File: src/rtl/isb_cfg_pkg.sv
// Shared types for the ISB configuration sequencer: FSM states, array geometry and the latched command.
package isb_cfg_pkg;

    localparam int ISB_ROWS   = 9;
    localparam int ISB_DATA_W = 8;
    localparam int ISB_ADDR_W = 4;

    typedef enum logic [2:0] {
        IDLE,
        W_SETUP,
        W_PULSE,
        W_HOLD,
        R_ACCESS,
        RESP
    } state_t;

    typedef struct packed {
        logic                  wr;
        logic [ISB_ADDR_W-1:0] col;
        logic [ISB_ADDR_W-1:0] row;
        logic [ISB_DATA_W-1:0] data;
    } cmd_t;

endpackage

File: src/rtl/isb_cfg_timer.sv
// Loadable down-counter for phase timing; done is high while the count is zero.
// Load wins over decrement; the count parks at zero until reloaded.
module isb_cfg_timer #(
    parameter int CNT_W = 2
) (
    input  logic             clk,
    input  logic             rst_n,
    input  logic             load,
    input  logic [CNT_W-1:0] loadVal,
    output logic             done
);

    logic [CNT_W-1:0] cnt;

    always_ff @(posedge clk) begin
        if (!rst_n) begin
            cnt <= '0;
        end else if (load) begin
            cnt <= loadVal;
        end else if (cnt != '0) begin
            cnt <= cnt - 1'b1;
        end
    end

    assign done = (cnt == '0);

endmodule

File: src/rtl/isb_cfg_ctrl.sv
// Sole master of the ISB config wires: one command in flight, write latency SETUP+PULSE+2, read READ+1, error 1.
// cmd_ready drops for the whole access; the response is held until rsp_ready.
module isb_cfg_ctrl
    import isb_cfg_pkg::*;
#(
    parameter int NUM_COLS  = 4,
    parameter int NUM_ROWS  = ISB_ROWS,
    parameter int DATA_W    = ISB_DATA_W,
    parameter int SETUP_CYC = 1,
    parameter int PULSE_CYC = 2,
    parameter int READ_CYC  = 2,
    localparam int COL_W    = (NUM_COLS > 1) ? $clog2(NUM_COLS) : 1
) (
    input  logic              clk,
    input  logic              rst_n,
    input  logic              cmd_valid,
    output logic              cmd_ready,
    input  logic              cmd_wr,
    input  logic [COL_W-1:0]  cmd_col,
    input  logic [3:0]        cmd_row,
    input  logic [DATA_W-1:0] cmd_data,
    output logic              rsp_valid,
    input  logic              rsp_ready,
    output logic [DATA_W-1:0] rsp_data,
    output logic              rsp_err,
    output logic [NUM_ROWS-1:0] row_o,
    output logic [NUM_COLS-1:0] col_write_o,
    output logic [NUM_COLS-1:0] col_read_o,
    output logic [DATA_W-1:0] bit_write_o,
    input  logic [DATA_W-1:0] bit_read_i
);

    localparam int MAX_SP  = (SETUP_CYC > PULSE_CYC) ? SETUP_CYC : PULSE_CYC;
    localparam int MAX_CYC = (MAX_SP > READ_CYC) ? MAX_SP : READ_CYC;
    localparam int CNT_W   = (MAX_CYC > 1) ? $clog2(MAX_CYC) : 1;

    state_t             state, stateNext;
    cmd_t               cmdQ;
    logic [DATA_W-1:0]  rspData;
    logic               rspErr;
    logic               cmdAccept, addrBad;
    logic               tmrLoad, tmrDone;
    logic [CNT_W-1:0]   tmrLoadVal;
    logic [NUM_ROWS-1:0] rowOh;
    logic [NUM_COLS-1:0] colOh;

    assign cmd_ready = (state == IDLE) && rst_n;
    assign cmdAccept = cmd_valid && cmd_ready;
    assign addrBad   = (int'(cmd_col) >= NUM_COLS) || (int'(cmd_row) >= NUM_ROWS);
    assign rsp_data  = rspData;
    assign rsp_err   = rspErr;

    always_ff @(posedge clk) begin
        if (!rst_n) begin
            state   <= IDLE;
            cmdQ    <= '0;
            rspData <= '0;
            rspErr  <= 1'b0;
        end else begin
            state <= stateNext;
            if (cmdAccept) begin
                cmdQ <= '{wr: cmd_wr, col: ISB_ADDR_W'(cmd_col), row: cmd_row,
                          data: ISB_DATA_W'(cmd_data)};
            end
            if (cmdAccept && addrBad) begin
                rspErr  <= 1'b1;
                rspData <= '0;
            end else if (state == W_HOLD) begin
                rspErr  <= 1'b0;
                rspData <= '0;
            end else if (state == R_ACCESS && tmrDone) begin
                rspErr  <= 1'b0;
                rspData <= bit_read_i;
            end
        end
    end

    always_comb begin
        rowOh = '0;
        for (int i = 0; i < NUM_ROWS; i++) rowOh[i] = (int'(cmdQ.row) == i);
        colOh = '0;
        for (int i = 0; i < NUM_COLS; i++) colOh[i] = (int'(cmdQ.col) == i);
    end

    // Strobes are decoded from state alone, so a reset edge drops them immediately.
    always_comb begin
        stateNext   = state;
        tmrLoadVal  = '0;
        rsp_valid   = 1'b0;
        row_o       = '0;
        col_write_o = '0;
        col_read_o  = '0;
        bit_write_o = '0;
        case (state)
            IDLE: begin
                if (cmdAccept) begin
                    if (addrBad) begin
                        stateNext = RESP;
                    end else if (cmd_wr) begin
                        stateNext  = W_SETUP;
                        tmrLoadVal = CNT_W'(SETUP_CYC - 1);
                    end else begin
                        stateNext  = R_ACCESS;
                        tmrLoadVal = CNT_W'(READ_CYC - 1);
                    end
                end
            end
            W_SETUP: begin
                row_o       = rowOh;
                bit_write_o = DATA_W'(cmdQ.data);
                if (tmrDone) begin
                    stateNext  = W_PULSE;
                    tmrLoadVal = CNT_W'(PULSE_CYC - 1);
                end
            end
            W_PULSE: begin
                row_o       = rowOh;
                bit_write_o = DATA_W'(cmdQ.data);
                col_write_o = colOh;
                if (tmrDone) stateNext = W_HOLD;
            end
            W_HOLD: begin
                row_o       = rowOh;
                bit_write_o = DATA_W'(cmdQ.data);
                stateNext   = RESP;
            end
            R_ACCESS: begin
                row_o      = rowOh;
                col_read_o = colOh;
                if (tmrDone) stateNext = RESP;
            end
            RESP: begin
                rsp_valid = 1'b1;
                if (rsp_ready) stateNext = IDLE;
            end
            default: stateNext = IDLE;
        endcase
    end

    assign tmrLoad = (stateNext != state);

    isb_cfg_timer #(
        .CNT_W(CNT_W)
    ) u_timer (
        .clk     (clk),
        .rst_n   (rst_n),
        .load    (tmrLoad),
        .loadVal (tmrLoadVal),
        .done    (tmrDone)
    );

endmodule
File: config.mk
export PLATFORM = sky130hd
export DESIGN_NAME = isb_cfg_ctrl
export DESIGN_NICKNAME = d
export VERILOG_FILES = /design/src/rtl/isb_cfg_pkg.sv /design/src/rtl/isb_cfg_timer.sv /design/src/rtl/isb_cfg_ctrl.sv
export SDC_FILE = /design/constraint.sdc
export NUM_CORES = 1
export LEC_CHECK = 0
export ABC_AREA = 1
export BUFFER_PORTS_ARGS = -buffer_cell sky130_fd_sc_hd__clkbuf_2
export CELL_PAD_IN_SITES_DETAIL_PLACEMENT = 1
export CELL_PAD_IN_SITES_GLOBAL_PLACEMENT = 2
export CORE_UTILIZATION = 23
export DETAILED_ROUTE_END_ITERATION = 6
export MAX_ROUTING_LAYER = met4
export PLACE_DENSITY_LB_ADDON = 0.12
export SLEW_MARGIN = 20
export SYNTH_ARGS = -nofsm -noshare
export SYNTH_HDL_FRONTEND = slang
export SYNTH_SLANG_ARGS = --single-unit
File: constraint.sdc
create_clock -name clk -period 1.2 [get_ports clk]
set_input_delay 0.12 -clock clk [delete_from_list [all_inputs] [get_ports clk]]
set_output_delay 0.12 -clock clk [all_outputs]
set_load 0.02 [all_outputs]
# ---- Word-level counts from Yosys, hierarchy flattened
# Cells that the tools add are included.
# W data, S select, Z words.
dict set report totals {
  register_bits 27
  latch_bits 0
  mem_bits_rw 0
  romBits 0
  inputBits 27
  out_inout_bits 36
  word_cells 62
  n_memories 0
}
dict set report classes {
  n_addsub 1
  mul 0
  div 0
  magnitude_cmp 1
  n_eq_ne 17
  shift 0
  n_mux 23
  bitwise 2
  n_reduce_logical 11
}
# cell n
set op_table {}
lappend op_table {{$mux W3} 7}
lappend op_table {{$eq A4 B4 Y1 const B} 5}
lappend op_table {{$pmux W3 S6} 1}
lappend op_table {{$mux W1} 10}
lappend op_table {{$mux W9} 1}
lappend op_table {{$eq A4 B3 Y1 const B} 2}
lappend op_table {{$logic_not A4 Y1} 2}
lappend op_table {{$mux W4} 2}
lappend op_table {{$mux W8} 1}
lappend op_table {{$eq A3 B2 Y1 const B} 2}
lappend op_table {{$eq A3 B3 Y1 const B} 2}
lappend op_table {{$reduce_or A3 Y1} 2}
lappend op_table {{$eq A2 B2 Y1 const B} 2}
lappend op_table {{$eq A4 B2 Y1 const B} 1}
lappend op_table {{$ge A4 B4 Y1 const B} 1}
lappend op_table {{$logic_and A1 B1 Y1} 4}
lappend op_table {{$reduce_or A4 Y1} 1}
lappend op_table {{$eq A3 B1 Y1 const B} 1}
lappend op_table {{$logic_not A3 Y1} 1}
lappend op_table {{$ne A3 B3 Y1} 1}
lappend op_table {{$reduce_bool A3 Y1} 1}
lappend op_table {{$eq A2 B1 Y1 const B} 1}
lappend op_table {{$not A1 Y1} 2}
lappend op_table {{$pmux W1 S2} 1}
lappend op_table {{$sub A1 B1 Y1 const B} 1}

# ---- Longest topological paths before layout
dict set report logic_depth {
  depth_word 7
  mapped_depth 8
  depth_no_buf 8
}

# ---- Hierarchy
# A second synthesis with hierarchy kept.
dict set report unflattened {
  cells_unflattened 200
  area_unflattened_um2 1395.1
}
# mod n_inst cells_per_inst area_per_inst_um2 seq_area_each_um2
set modules_own_cells {}
lappend modules_own_cells {isb_cfg_ctrl 1 195 1357.6 520.5}
lappend modules_own_cells {isb_cfg_timer 1 5 37.5 20.0}

# ---- Least setup slack after synthesis
# No wires, ideal clock.
dict set report synth_path {
  path_kind {register -> output}
  startpoint {reg state[1]}
  endpoint {out row_o[8]}
  t_arrival_ps 1269
  t_required_ps 1080
  setup_slack_ps -189
  path_stages_with_launch 7
  cell_sequence {dfxtp_1 nor2_4 nor2_1 inv_2 nand2_1 nand2_1 nor3_1}
}
dict set report synth_between {
  elab_chain_len 3
  word_cells_on_any_way 6
  cone_classes {eq/ne: 4; mux: 1; reduce/logical: 1}
}
# element line_no
set synth_lines {}
lappend synth_lines {{start, declared} isb_cfg_ctrl.sv:37} ;# state_t state, stateNext;
lappend synth_lines {{start signal, assigned} isb_cfg_ctrl.sv:60} ;# state <= stateNext;
lappend synth_lines {{$eq A3 B2 Y1, or another cell as far along} isb_cfg_ctrl.sv:94} ;# case (state)
lappend synth_lines {{$reduce_or A4 Y1 (no source line) *} --}
lappend synth_lines {{$mux W9 *} isb_cfg_ctrl.sv:94}
lappend synth_lines {{end, declared} isb_cfg_ctrl.sv:26} ;# output logic [NUM_ROWS-1:0] row_o,
# Mark *: on every way between the ends. The rest lies on a longest branch, timed or not.

# ---- Worst setup path after layout
dict set report layout_path {
  startpoint {reg state[0]}
  endpoint {out row_o[5]}
}
# The elaborated chain is that of the path after synthesis.

==> qor.txt <==
Synth warn: 0
Initial antenna violation count: 0
Complex-gate fraction of the synthesized area: 14.30%
Outcome: finished with violations
Io pins: 63
# rows: 27
Crit end category: output pin
Synth Instances: 196
Root Buffer: clkbuf_8
First-pass GRT wire length: 7.790 mm
NumNets Final: 318
Mux contribution to synthesized area: 0%
Die Y: 79.04 um
CTS sink cnt: 27
P_int: 2.032 mW
Fin crit share: 126.3%
Worst slew margin: 80.50%
Mapped Nets: 223
Max frequency: 659.9 MHz
Via-to-Cell Ratio: 4.340
IO buf count: 62
Sw frac: 41.29%
Pre-antenna DRT Iters: 4
Final ANT Viol Nets: 0
HP Class: in2reg
Final core occ: 49.33%
Clk Latency, worst-skew pair: 0.28 ns
Kind of start point of the critical path: register
Starting Density: 24.34%
Fin area: 2766 um2
Max Cap Viol: 0
Simple-gate share of the synthesized area: 34.65%
Tmin final: 1.515 ns
Commonest non-fill, non-tap cells in the layout: clkbuf_2, nand2_1, inv_1, dfxtp_1
DRT iter0 DRCs: 17
Finish-stage setup viols: 53
Yosys reg bits: 27
CTS buffer count: 3
DRC: 0
Worst clock skew: 0.001400 ns
Slew Viols, Final: 0
CP arrival: 1.40 ns
Met3 usage: 3.333%
Most common cell after layout, fill and taps aside: clkbuf_2
Die width: 79.04 um
Post-Synth XOR/XNOR Area: 0%
M2 GR Usage: 30.52%
Routed len/inst: 12.83 um
Clock share of power: 15.7%
M1 GR Usage: 18.27%
Critical path class: reg2out
Netlist cell types: 21
PD cells: 1251 nW/um2
H-tree levels: 1
Die footprint: 6247 um2
Sequential area share after synthesis: 39.60%
Comb pwr share: 52.5%
Violated checks: setup timing
Final WL: 4.645 mm
Core ar.: 5608 um2
Vias: 1571
CTS tree: yes
Pleak: 1.139 nW
Synth Area in Adders: 0%
PnR worst setup slack: -0.3154 ns
Global-route usage over all layers: 16.28%
Crit-path max FO: 4
Final Hold Viols: 0
Gr ovfl total: 0
Busiest layer in global routing: met2
P_sw: 1.429 mW
Slew @ Worst Pin: 0.2917 ns
Area post-placement: 2006 um2
DPL Wire Length: 3.214 mm
Worst EP required: 1.08 ns
Vias in the first global route: 1681
Synthesized area: 1365 um2
Pin count of the biggest net entering global routing: 17
Largest family of logic cells by synthesized area: simple AND/OR/NAND/NOR gates
Syn_area_per_cell: 6.965 um2
Bufs on Longest Clock Path: 2
Antenna Cells: 0
RSZ-0062 raised after global routing: true
CTS clk-pin slew, worst paths: 0.10 ns
Max VDD drop: 543.0 uV
Area growth syn-to-layout: 102.7%
GP Congestion: 0.7336
Seq pwr share: 31.8%
Share of layout cells above drive strength 1: 64.83%
==> worst paths after layout <==
check / to / from / depth (start not counted) / slack (ns)
setup / recovery: row_o[5] / state[0] / 6 / -0.32
hold / removal: cmdQ[8] / cmd_row[0] / 3 / 0.09
setup reg to reg: rsp_data[0] / state[0] / 10 / -0.27
hold reg to reg: cmdQ[7] / cmdQ[7] / 2 / 0.48
==> power by group through the flow <==
| stage | clock [mW] | combinational [mW] | sequential, mW |
|---|---|---|---|
| after global routing | 0.615 | 1.97 | 1.12 |
| final | 0.543 | 1.82 | 1.10 |
| after global placement | 0 | 1.15 | 1.10 |
| after detailed placement | 0 | 1.16 | 1.10 |
| after CTS | 0.583 | 1.61 | 1.10 |
| after floorplan | 0 | 0.721 | 1.13 |
==> synth_stat cells (all sizes together) <==
| cell | number | area share, % |
|---|---|---|
| a21oi | 17 | 7.6 |
| clkbuf | 1 | 0.27 |
| o211ai | 1 | 0.55 |
| dfxtp | 27 | 40 |
| inv | 34 | 9.5 |
| nand2 | 46 | 14 |
| nor2 | 35 | 12 |
| nor3 | 10 | 3.7 |
| o21ai | 13 | 6.1 |
| buf | 2 | 1.6 |
| nand3 | 10 | 4.0 |
==> through the flow <==
step                      cells  setup TNS [ns]  setup slack, ns  total power, mW  hold WS (ns)
after floorplan             196         -0.1063         -0.01362            1.853        0.2584
after global placement      345          -1.132          -0.1035            2.253        0.3875
after detailed placement    345          -1.796          -0.1082            2.264        0.3925
after CTS                   360          -12.66          -0.3356            3.295       0.08035
after global routing        362          -15.76          -0.3999            3.700       0.08481
final                       362          -11.67          -0.3154            3.461       0.09309
==> kinds of logic after synthesis <==
| family | after synthesis |
|---|---|
| compound gates | 31 |
| buf+inv | 37 |
| flops | 27 |
| simple gates | 101 |
==> timing repair <==
action | in CTS | in global routing
pin swaps | 25 | 14
setup buffers | 9 | 5
resized for setup | 114 | 73
hold buffers | 0 | 0
cloned | 2 | 0
setup endpoints to repair | 46 | 54
==> registers in the layout, summed over array words and instances, names as in the netlist <==
| register | flops |
|---|---|
| cmdQ | 14 |
| rsp_data | 8 |
| rsp_err | 1 |
| state | 3 |
| u_timer.cnt | 1 |
==> layout make-up <==
| class | instances | area, um2 |
|---|---|---|
| clock buffer | 3 | 41.29 |
| sequential | 27 | 556.8 |
| inverter | 34 | 148.9 |
| tap | 72 | 90.09 |
| timing repair inverter | 1 | 6.256 |
| clock inverter | 1 | 7.507 |
| multi-input combinational | 133 | 1076 |
| fill | 665 | 2841 |
| timing repair buffer | 91 | 839.6 |
==> metal layers <==
metal,up-vias,wire length [um]
met1,724,1938
met4,0,42
li1,801,-
met5,-,0
met3,4,175
met2,42,2489
==> worst max-delay path, stage by stage (launching register included) <==
cell and delay [ns]:
dfxtp_2 0.35, nor2_4 0.16, nand2_4 0.09, nand2_4 0.11, nand3_4 0.14, nor2_4 0.15, buf_8 0.12
Power figures use the tool's default switching activity.
